--- src/rtl/hd_input_frame_buffer.sv ---
// Round-robin sample capture into a NUM_FRAMES frame FIFO with random per-channel reads of the head frame.
// Latency: valid->ack 1 cycle, ack->switch 1 cycle; full FIFO either stalls acks or acks and discards new frames.
module hd_input_frame_buffer #(
  parameter int NUM_CHANNELS  = 4,
  parameter int DATA_WIDTH    = 8,
  parameter int NUM_FRAMES    = 2,
  parameter int OVERFLOW_MODE = 0,
  parameter int CH_IDX_WIDTH  = (NUM_CHANNELS > 1) ? $clog2(NUM_CHANNELS) : 1,
  parameter int CNT_WIDTH     = $clog2(NUM_FRAMES + 1)
) (
  input  logic                    clk_i,
  input  logic                    rst_ni,
  input  logic                    en_i,
  input  logic                    clear_i,
  input  logic                    idata_valid_i,
  input  logic [DATA_WIDTH-1:0]   idata_i,
  output logic                    idata_ack_sample_o,
  output logic                    idata_switch_channel_o,
  output logic [CH_IDX_WIDTH-1:0] cur_channel_o,
  output logic                    frame_valid_o,
  input  logic [CH_IDX_WIDTH-1:0] rd_ch_idx_i,
  output logic [DATA_WIDTH-1:0]   rd_data_o,
  input  logic                    frame_pop_i,
  output logic [CNT_WIDTH-1:0]    frame_count_o,
  output logic                    overflow_o,
  output logic [15:0]             dropped_cnt_o
);

  localparam int PTR_WIDTH = $clog2(NUM_FRAMES);

  typedef enum logic [2:0] {S_IDLE, S_CAPTURE, S_ACK, S_SWITCH, S_FULL} state_t;

  state_t                  state_q, state_d;
  logic [CH_IDX_WIDTH-1:0] channel_q, channel_d;
  logic                    discard_q, discard_d;
  logic [PTR_WIDTH-1:0]    wr_ptr_q, rd_ptr_q;
  logic [CNT_WIDTH-1:0]    count_q, count_post;
  logic                    overflow_q;
  logic [15:0]             dropped_q;
  logic [DATA_WIDTH-1:0]   storage [NUM_FRAMES][NUM_CHANNELS];

  logic last_ch, boundary, commit, drop, pop_fire, full, full_post;

  assign last_ch   = (int'(channel_q) == NUM_CHANNELS - 1);
  assign boundary  = (state_q == S_SWITCH) && last_ch;
  assign commit    = boundary && !discard_q;
  assign drop      = boundary && discard_q;
  assign pop_fire  = frame_pop_i && (count_q != '0);
  assign full      = (count_q == CNT_WIDTH'(NUM_FRAMES));
  assign full_post = (count_post == CNT_WIDTH'(NUM_FRAMES));

  // Occupancy after this cycle's commit/pop, used for the next-frame decision.
  always_comb begin
    count_post = count_q;
    if (commit && !pop_fire)      count_post = count_q + CNT_WIDTH'(1);
    else if (!commit && pop_fire) count_post = count_q - CNT_WIDTH'(1);
  end

  always_comb begin
    state_d   = state_q;
    channel_d = channel_q;
    discard_d = discard_q;
    case (state_q)
      S_IDLE: begin
        if (en_i) begin
          if (!full) begin
            state_d   = S_CAPTURE;
            discard_d = 1'b0;
          end else if (OVERFLOW_MODE == 0) begin
            state_d = S_FULL;
          end else begin
            state_d   = S_CAPTURE;
            discard_d = 1'b1;
          end
        end
      end
      S_CAPTURE: if (idata_valid_i) state_d = S_ACK;
      S_ACK:     state_d = S_SWITCH;
      S_SWITCH: begin
        if (!last_ch) begin
          channel_d = channel_q + CH_IDX_WIDTH'(1);
          state_d   = S_CAPTURE;
        end else begin
          channel_d = '0;
          discard_d = 1'b0;
          if (!en_i) begin
            state_d = S_IDLE;
          end else if (full_post) begin
            if (OVERFLOW_MODE == 0) begin
              state_d = S_FULL;
            end else begin
              state_d   = S_CAPTURE;
              discard_d = 1'b1;
            end
          end else begin
            state_d = S_CAPTURE;
          end
        end
      end
      S_FULL:  if (pop_fire) state_d = en_i ? S_CAPTURE : S_IDLE;
      default: state_d = S_IDLE;
    endcase
  end

  always_ff @(posedge clk_i) begin
    if (!rst_ni || clear_i) begin
      state_q    <= S_IDLE;
      channel_q  <= '0;
      discard_q  <= 1'b0;
      wr_ptr_q   <= '0;
      rd_ptr_q   <= '0;
      count_q    <= '0;
      overflow_q <= 1'b0;
      dropped_q  <= '0;
    end else begin
      state_q   <= state_d;
      channel_q <= channel_d;
      discard_q <= discard_d;
      count_q   <= count_post;
      if (commit)   wr_ptr_q <= wr_ptr_q + PTR_WIDTH'(1);
      if (pop_fire) rd_ptr_q <= rd_ptr_q + PTR_WIDTH'(1);
      if (drop) begin
        overflow_q <= 1'b1;
        if (dropped_q != 16'hFFFF) dropped_q <= dropped_q + 16'd1;
      end
    end
  end

  // Sample storage carries no reset; only committed frames are ever read.
  always_ff @(posedge clk_i) begin
    if (rst_ni && !clear_i && state_q == S_CAPTURE && idata_valid_i && !discard_q)
      storage[wr_ptr_q][channel_q] <= idata_i;
  end

  always_comb begin
    rd_data_o = '0;
    if (int'(rd_ch_idx_i) < NUM_CHANNELS) rd_data_o = storage[rd_ptr_q][rd_ch_idx_i];
  end

  assign idata_ack_sample_o     = (state_q == S_ACK);
  assign idata_switch_channel_o = (state_q == S_SWITCH);
  assign cur_channel_o          = channel_q;
  assign frame_valid_o          = (count_q != '0);
  assign frame_count_o          = count_q;
  assign overflow_o             = overflow_q;
  assign dropped_cnt_o          = dropped_q;

endmodule
--- config.mk ---
export PLATFORM = sky130hd
export DESIGN_NAME = hd_input_frame_buffer
export DESIGN_NICKNAME = d
export VERILOG_FILES = /design/src/rtl/hd_input_frame_buffer.sv
export SDC_FILE = /design/constraint.sdc
export NUM_CORES = 1
export LEC_CHECK = 0
export ABC_CLOCK_PERIOD_IN_PS = 3400
export CAP_MARGIN = 0
export CORE_ASPECT_RATIO = 0.6
export CORE_UTILIZATION = 24
export CTS_BUF_LIST = sky130_fd_sc_hd__clkbuf_16
export DETAILED_ROUTE_END_ITERATION = 12
export GPL_TIMING_DRIVEN = 1
export PLACE_DENSITY_LB_ADDON = 0.1
export SYNTH_ARGS = -nofsm -noshare
export SYNTH_HDL_FRONTEND = slang
export SYNTH_SLANG_ARGS = --single-unit
--- constraint.sdc ---
create_clock -name clk_i -period 3.4 [get_ports clk_i]
set_input_delay 0.85 -clock clk_i [delete_from_list [all_inputs] [get_ports clk_i]]
set_output_delay 0.85 -clock clk_i [all_outputs]
set_load 0.02 [all_outputs]
==> metrics.txt <==
hold_ws 520.8 ps; clock sink total 74; Post-Syn Area per Cell 16.26 sq um; Worst Setup Slack, final 102.4 ps; max-slew violations 0; PwrDens 506.3 nW/um^2; critical path peak fanout 16; Setup Fix Bufs, Post-CTS 0; CTS tree yes; core area 13050 sq um; clock tree buffer depth 2; commonest cells in the netlist edfxtp_1 (64), buf_4 (18), mux4_2 (16); final setup fails 0; GR Util met2 12.69%; GRT overflow 0; HP Class register to register; Placed Cells 403; DP Area 3787 sq um; Rel. slew slack 52.42%; RSZ-0062 raised after global routing false; DR iter-0 viols around 90; met3 usage 4.165%; pre-CTS setup slack -121.7 ps; VDD IR max 0.1829 mV; Worst Tran Pin Value 712.2 ps; antenna violations before repair 0; Cell variety after synth 41; Syn Inst Count 201; CP max-delay cell clkdlybuf4s50_1; WP data required 2550 ps; num rows 32; top cells by area, synth edfxtp_1 (59%), mux4_2 (11%), dfxtp_1 (6.1%); part of the cycle the worst path needs 96.99%; DRC violations left 2; first-pass GRT wire length 9825 um; vias in the first global route 1626; hold bufs inserted after CTS 0; Total Routed Length ~6600 um; width of the chip about 150 um; share of the synthesized area in the top cell type 58.81%; Largest stage delay, worst path 500 ps; Crit Path Class primary input to output pin; failing checks design-rule violations; die area 14100 sq um; post-DP HPWL roughly 4500 um; GRT Total Usage 9.974%; top cell family by delay on the critical path buffers and inverters; Initial Utilization approximately a quarter; maxcap violations 0; Root Buffer clkbuf_16; final clock skew 5.473 ps; I/O pin count 48; number of synthesized register bits 74; synthesis warning total 0; crit path DAT 2450 ps; PortBufs 30; Finished Cell Area 4086 sq um; largest net degree at the start of global routing 17; CTS H-tree depth 3; fmax 0.3033 GHz; cells along the critical path clkdlybuf4s50_1 > buf_12 > mux4_2 > mux2_2 > dlygate4sd2_1; Post-synth EDFFs 64; Area growth syn-to-layout 25.04%; fin cells around 420; Final Wtd Congestion 0.6517; Diodes inserted 0; DR vias/cell 4.074; share of layout cells above drive strength 1 22.18%; cts repair resizes 8; post-synthesis cell area 3268 sq um; routed len/inst 15.82 um; die height 92.39 um; CTS Buf Count 9; sum of negative setup slack 0 ps; Nets 266; Main synth FF type edfxtp_1; clock-pin slew on the worst setup and hold paths approximately 60 ps; layer with the highest usage met1; Final min period ~3300 ps; status complete, but fails checks; via count around 1700; CP Buf/Inv Count 3; Clock Latency Late Sink 330 ps; drt pass-1 iters 8; total leakage power ~1.4 nW; post-synthesis sequential area ratio about two thirds; FFs w/ async S/R, synth 0%; post-synth top area cell edfxtp_1; CP startpoint kind primary input; Final Hold Viols 0; met1 Use GR 14.74%; DRT antenna net count 0; most common cell in the netlist edfxtp_1; CP endpoint kind output pin
## flip-flops by register name (all words and copies together) (netlist names), named ones only
register,flops
cur_channel_o,2
frame_count_o,2
rd_ptr_q,1
state_q,3
storage,64
wr_ptr_q,1
## stage by stage
stage	utilization, %	total power [mW]
after floorplan	-	1.075
after global placement	29.02	1.112
after detailed placement	29.02	1.111
after CTS	31.31	2.100
after global routing	31.31	2.140
final	31.31	2.069
## cell type report
type / count / area, sq um
Timing Repair Buffer: 44 / 420.4
Inverter: 6 / 22.52
Tap cell: 170 / 212.7
Sequential cell: 74 / 2122
Clock inverter: 6 / 83.83
Fill cell: 1297 / 8966
Multi-Input combinational cell: 109 / 999.7
Clock buffer: 9 / 225.2
## worst paths after layout
path | startpoint | to | slack [ps] | depth (start not counted)
hold reg to reg | rd_ptr_q | rd_ptr_q | 520 | 2
hold / removal | rd_ptr_q | rd_ptr_q | 520 | 2
setup / recovery | rd_ch_idx_i[0] | rd_data_o[3] | 100 | 5
setup reg to reg | state_q[0] | storage[0][14] | 1330 | 6
## cell usage in the layout, fill, tap and decap left out, types with 4 or more instances in the layout
cell,instances
edfxtp_1,64
clkdlybuf4s50_1,22
conb_1,17
mux4_2,16
nor2_1,13
buf_4,12
dfxtp_1,10
mux2_2,9
clkbuf_16,9
dlygate4sd2_1,8
inv_1,7
ha_1,6
and3_1,5
and2_1,5
nor3_1,4
## routing by layer
metal  share of wire, %  vias up  routed length (um)
li1                   -      816                   -
met1                 56      844                3690
met2                 39       38                2609
met3                3.8        5                 251
met4               0.94        0                  62
met5                  0        -                   0
## worst reg2reg max path: cells and delay by family (launching register included)
family	cells	cell delay (ps)
AND/OR/NAND/NOR	4	780
buffers and inverters	2	390
flip-flops	1	600
## cells by family (layout without fill, tap and decap cells)
logic type | count (synthesis) | in the layout | synth area share, %
muxes | 28 | 28 | 15.05
buffers and inverters | 34 | 65 | 6.317
DFF | 74 | 74 | 64.93
xor gates and xnor gates | 3 | 3 | 0.8041
other | 1 | 17 | 0.1147
and+or+nand+nor | 40 | 40 | 6.968
AOI/OAI and AO/OA | 13 | 13 | 2.910
adders and majority gates | 8 | 8 | 2.910
## power by group
part / switching [mW] / internal, mW / total [mW]
logic: 0.0551 / 0.0417 / 0.0968
registers: 0.00329 / 0.987 / 0.990
clock network: 0.348 / 0.634 / 0.982
(Power assumes the default switching activity.)
